<file path="src/rtl/dequantization_fc.sv">
`default_nettype none
// ============================================================================
// Module      : dequantization_fc
// Description : Streaming int8 -> int32 dequantizer for one FC layer row.
//               Computes sat32(((code - Q_ZERO) * Q_MULT) >>> Q_SHIFT) in a
//               three-stage valid/ready pipeline. It tracks element position
//               within a LEN-long vector and pulses done after the last one.
// Revision    : 1.0 - initial release
// ============================================================================
module dequantization_fc #(
   parameter logic signed [7:0]  Q_ZERO  = -8'sd4,
   parameter logic signed [31:0] Q_MULT  = 32'sh00000100,
   parameter int unsigned        Q_SHIFT = 4,
   parameter int unsigned        LEN     = 16
) (
   input  logic               clk,
   input  logic               rst,
   input  logic               en,
   input  logic               in_valid,
   output logic               in_ready,
   input  logic signed [7:0]  in_data,
   output logic               out_valid,
   input  logic               out_ready,
   output logic signed [31:0] out_data,
   output logic               out_last,
   output logic               done
);

   localparam logic [15:0] LAST_IDX = 16'(LEN - 1);

   // Pipeline state: one valid bit plus payload per stage
   logic               v1_q, v2_q, v3_q;
   logic signed [8:0]  d1_q;
   logic signed [40:0] p2_q;
   logic signed [31:0] data3_q;
   logic [15:0]        count_q;
   logic               done_q;

   // Next-state values
   logic signed [8:0]  d1_d;
   logic signed [40:0] p2_d;
   logic signed [40:0] shifted;
   logic signed [31:0] data3_d;
   logic [15:0]        count_d;
   logic               advance;
   logic               transfer;
   logic               last_hit;

   // Handshake: the whole pipe moves only when the output slot can drain
   always_comb begin
      advance  = en && (!v3_q || out_ready);
      transfer = en && v3_q && out_ready;
      last_hit = (count_q == LAST_IDX);
      count_d  = last_hit ? 16'd0 : count_q + 16'd1;
   end

   // Arithmetic: zero-point removal, scale, floor shift, int32 saturation
   always_comb begin
      d1_d    = 9'(in_data) - 9'(Q_ZERO);
      p2_d    = 41'(d1_q) * 41'(Q_MULT);
      shifted = p2_q >>> Q_SHIFT;
      // Bits above 31 must all match the int32 sign bit, otherwise clamp
      if (shifted[40:31] != {10{shifted[31]}}) begin
         data3_d = shifted[40] ? 32'sh80000000 : 32'sh7FFFFFFF;
      end else begin
         data3_d = shifted[31:0];
      end
   end

   // Three-stage datapath; disabling the block drops everything in flight
   always_ff @(posedge clk) begin
      if (rst) begin
         v1_q    <= 1'b0;
         v2_q    <= 1'b0;
         v3_q    <= 1'b0;
         d1_q    <= '0;
         p2_q    <= '0;
         data3_q <= '0;
      end else if (!en) begin
         v1_q <= 1'b0;
         v2_q <= 1'b0;
         v3_q <= 1'b0;
      end else if (advance) begin
         v1_q    <= in_valid;
         d1_q    <= d1_d;
         v2_q    <= v1_q;
         p2_q    <= p2_d;
         v3_q    <= v2_q;
         data3_q <= data3_d;
      end
   end

   // Element counter and end-of-vector pulse; en low also restarts the vector
   always_ff @(posedge clk) begin
      if (rst || !en) begin
         count_q <= '0;
         done_q  <= 1'b0;
      end else begin
         done_q <= transfer && last_hit;
         if (transfer) begin
            count_q <= count_d;
         end
      end
   end

   assign in_ready  = advance;
   assign out_valid = v3_q;
   assign out_data  = data3_q;
   assign out_last  = v3_q && last_hit;
   assign done      = done_q;

endmodule
`default_nettype wire

</file>
<file path="config.mk">
export PLATFORM = sky130hd
export DESIGN_NAME = dequantization_fc
export DESIGN_NICKNAME = d
export VERILOG_FILES = /design/src/rtl/dequantization_fc.sv
export SDC_FILE = /design/constraint.sdc
export NUM_CORES = 1
export LEC_CHECK = 0
export ABC_AREA = 1
export BUFFER_PORTS_ARGS = -buffer_cell sky130_fd_sc_hd__clkbuf_2
export CAP_MARGIN = 25
export CORE_AREA = 2 2 66 68
export CTS_BUF_LIST = sky130_fd_sc_hd__clkbuf_8
export CTS_CLUSTER_SIZE = 28
export DETAILED_ROUTE_END_ITERATION = 8
export DIE_AREA = 0 0 68 70
export PLACE_DENSITY_LB_ADDON = 0.1
export SLEW_MARGIN = 20
export SYNTH_ARGS = -nofsm -noshare
export SYNTH_HDL_FRONTEND = slang
export SYNTH_SLANG_ARGS = --single-unit
</file>
<file path="constraint.sdc">
create_clock -name clk -period 1.3 [get_ports clk]
set_input_delay 0.13 -clock clk [delete_from_list [all_inputs] [get_ports clk]]
set_output_delay 0.13 -clock clk [all_outputs]
set_load 0.02 [all_outputs]
</file>
==> summary.txt <==
outcome - finished, violations left
failing checks - setup timing
Post-Route WL - 4.32 mm
Critical R2R Capture - count_q[4]$_SDFFE_PP0P_
die span in x - 68 um
first-pass detailed-route iteration total - 4
CTS Buf Count - 5
Crit. End Element - output pin
Largest stage delay, worst path - 0.36 ns
CORE AREA - 4140 sq um
vias in the first global route - 1595
Final nets - 366
Yosys Warn Count - 0
post-route ant nets - 0
crit share post-route - 119%
CP top delay family - simple AND/OR/NAND/NOR gates
share of power burned in registers - 54.6%
CP max stage cell - dfxtp_2
largest area contributor in the netlist - dfxtp_1
Max Clock Skew - 0.00567 ns
residual DRC count - 0
Slew Limit Fails - 0
TritonCTS clock tree - yes
Hold Vio Cnt, Final - 0
Combinational Power Share - 14.3%
chip height - 70 um
Finished Core Util - 64.4%
root buf cell - clkbuf_8
initial core utilization - 53.4%
initial antenna violation count - 0
Finish-stage setup viols - 2
Worst Reg-to-Reg Cells - 8
asr flop ratio synth - 0%
CP cell instances - ha_4 -> nand2_4 -> inv_2 -> nand2_1 -> nor2_1 -> nand4_1 -> nor2_2 -> clkbuf_8
hold buffers post-CTS - 0
ys flop type - dfxtp_1
global-route wire length before repair - 7.13 mm
clock share of power - 31.1%
RSZ-0062 raised after global routing - yes
P_int - 0.00203 W
Diodes inserted - 0
Avg Inst Size Synth - 7.23 sq um
commonest cells after routing, fill and taps aside - nor2_1 (81), clkbuf_2 (42), dfxtp_1 (40), nand2_1 (37), o21ai_0 (24)
clock period minus worst slack - 1.55 ns
critical path arrival - 1.42 ns
Pwr Density - 1050 nW/um^2
Max-Cap Viols - 0
Critical R2R Launch - count_q[0]$_SDFFE_PP0P_
H-tree levels - 2
Worst Hold Class - in -> reg
VDD IR-drop max - 0.000879 V
Hold Worst Slack - 0.0266 ns
Boundary Pins - 49
Vias per Instance - 4.73
RePlAce Congestion - 0.837
required time of the worst setup path - 1.17 ns
R2R Setup Slk - 0 ns
leakage power - 1.20 nW
GRT Total Usage - 19.7%
post-synthesis register bit count - 47
Port Buf Inserts - 44
Post-synth EDFFs - 0
Clock Path Buffers - 2
die area - 4760 sq um
CTS sink cnt - 47
Yosys top cell area share - 42.5%
switch share - 27.8%
sequential element share of the synthesized area - 42.5%
Crit Path Max Fanout - 2
f_max - 644 MHz
clock-pin slew on the worst setup and hold paths - 0.09 ns
library cells used by synthesis - 24
sw power - 0.000780 W
DR iter-0 viols - 94
Synth-to-Final Area Change - 20.7%
critical path class - reg -> out
largest net degree at the start of global routing - 27
Critical path buffers and inverters - 2
total number of vias - 1910
post-DP HPWL - 3.02 mm
layout cells sized above 1 - 29.8%
CP startpoint kind - register
hold_sp - in_data[2]
row cnt - 24
Hold Crit Endpoint - d1_q[2]$_SDFFE_PP0P_
global route overflow - 0
worst skew pair latency - 0.30 ns
Post-Syn Area - 2210 sq um
ranking of synthesized cells by area - dfxtp_1 (43%), nor2_1 (14%), buf_4 (8.8%), nand2_1 (6.6%), o21ai_0 (6.3%)
drt wl/cell - 10.7 um
Hold Path Depth - 2
Gate Count Post-Synth - 306
most common cell after layout, fill and taps aside - nor2_1
Setup WS post-layout - -0.252 ns
## cell usage after synthesis, types with 2 or more instances
cell type  number
a21oi_1        11
buf_2           3
buf_4          26
clkbuf_1        2
dfxtp_1        47
ha_1            2
inv_1          19
nand2_1        39
nand2_2         2
nand3_1        11
nand4_1         4
nor2_1         85
nor2_2          3
nor2_4          2
nor3_1          5
o21ai_0        28
xnor2_1         2
xor2_1          9
## worst register-to-register path: cells and delay by family (launching register included)
family | cells | cell delay (ns)
AND/OR/NAND/NOR | 5 | 0.47
flip-flops | 1 | 0.36
adder cells (fa/ha/maj) | 1 | 0.15
buffers and inverters | 2 | 0.22
## metal layers
layer / vias to the layer above / track usage (%) / share of wire [%]
met1: 825 / 28.7 / 51
li1: 1028 / - / -
met3: 7 / 4.83 / 5.1
met5: - / 0 / 0
met4: 0 / 6.67 / 1.0
met2: 50 / 28.4 / 43
## stage by stage
step	cells	setup WS, ns	cell area [sq um]	setup TNS, ns	power, W
after detailed placement	387	-0.0729	2390	-0.139	0.00194
after global placement	387	-0.0307	2390	-0.0307	0.00193
after floorplan	309	-0.00299	2230	-0.00299	0.00187
final	404	-0.252	2670	-0.254	0.00281
after CTS	402	-0.295	2590	-0.297	0.00283
after global routing	404	-0.347	2670	-0.842	0.00295
## power by group through the flow
stage / sequential, W / combinational [W] / clock [W]
after global routing: 0.00154 / 0.000450 / 0.000960
after detailed placement: 0.00157 / 0.000372 / 0
after CTS: 0.00153 / 0.000395 / 0.000906
after global placement: 0.00156 / 0.000369 / 0
after floorplan: 0.00160 / 0.000276 / 0
final: 0.00153 / 0.000400 / 0.000874
## cell families (layout without fill, tap and decap cells)
kind of cell / after synthesis / after routing / share of synthesized area [%]
XOR/XNOR: 11 / 11 / 4.36
adder cells (fa/ha/maj): 2 / 2 / 1.13
AO/OA/AOI/OAI: 41 / 41 / 9.39
AND/OR/NAND/NOR: 152 / 152 / 29.0
other: 1 / 4 / 0.170
flip-flops: 47 / 47 / 42.5
buffers and inverters: 52 / 95 / 13.4
## how the worst max path moves through the flow
stage | start | to | cells past startpoint
floorplan | out_valid$_SDFFE_PP0P_ | d1_q[6]$_SDFFE_PP0P_ | 6
global placement | count_q[0]$_SDFFE_PP0P_ | out_last | 8
detailed placement | count_q[0]$_SDFFE_PP0P_ | out_last | 8
CTS | count_q[1]$_SDFFE_PP0P_ | out_last | 8
global route | count_q[0]$_SDFFE_PP0P_ | out_last | 8
finish | count_q[0]$_SDFFE_PP0P_ | out_last | 8
## state kept, by name, summed over array words and instances (netlist names)
signal and flops:
count_q 16, d1_q 9, out_data 9, p2_q 9, done 1, out_valid 1
v1_q 1, v2_q 1
## layout make-up
cell class                      count  area (sq um)
Inverter                           20          77.6
Clock inverter                      3          20.0
Multi-Input combinational cell    210          1070
Timing Repair Buffer               67           419
Tap cell                           52          65.1
Clock buffer                        5          68.8
Sequential cell                    47           950
Fill cell                         392          1470
## repair_timing
item | CTS | global route
pin swaps | 4 | 8
endpoints found under the setup margin | 8 | 20
buffers inserted | 9 | 2
gates cloned | 0 | 0
resized for setup | 18 | 22
Note: power is estimated with default switching activity, not from simulation.
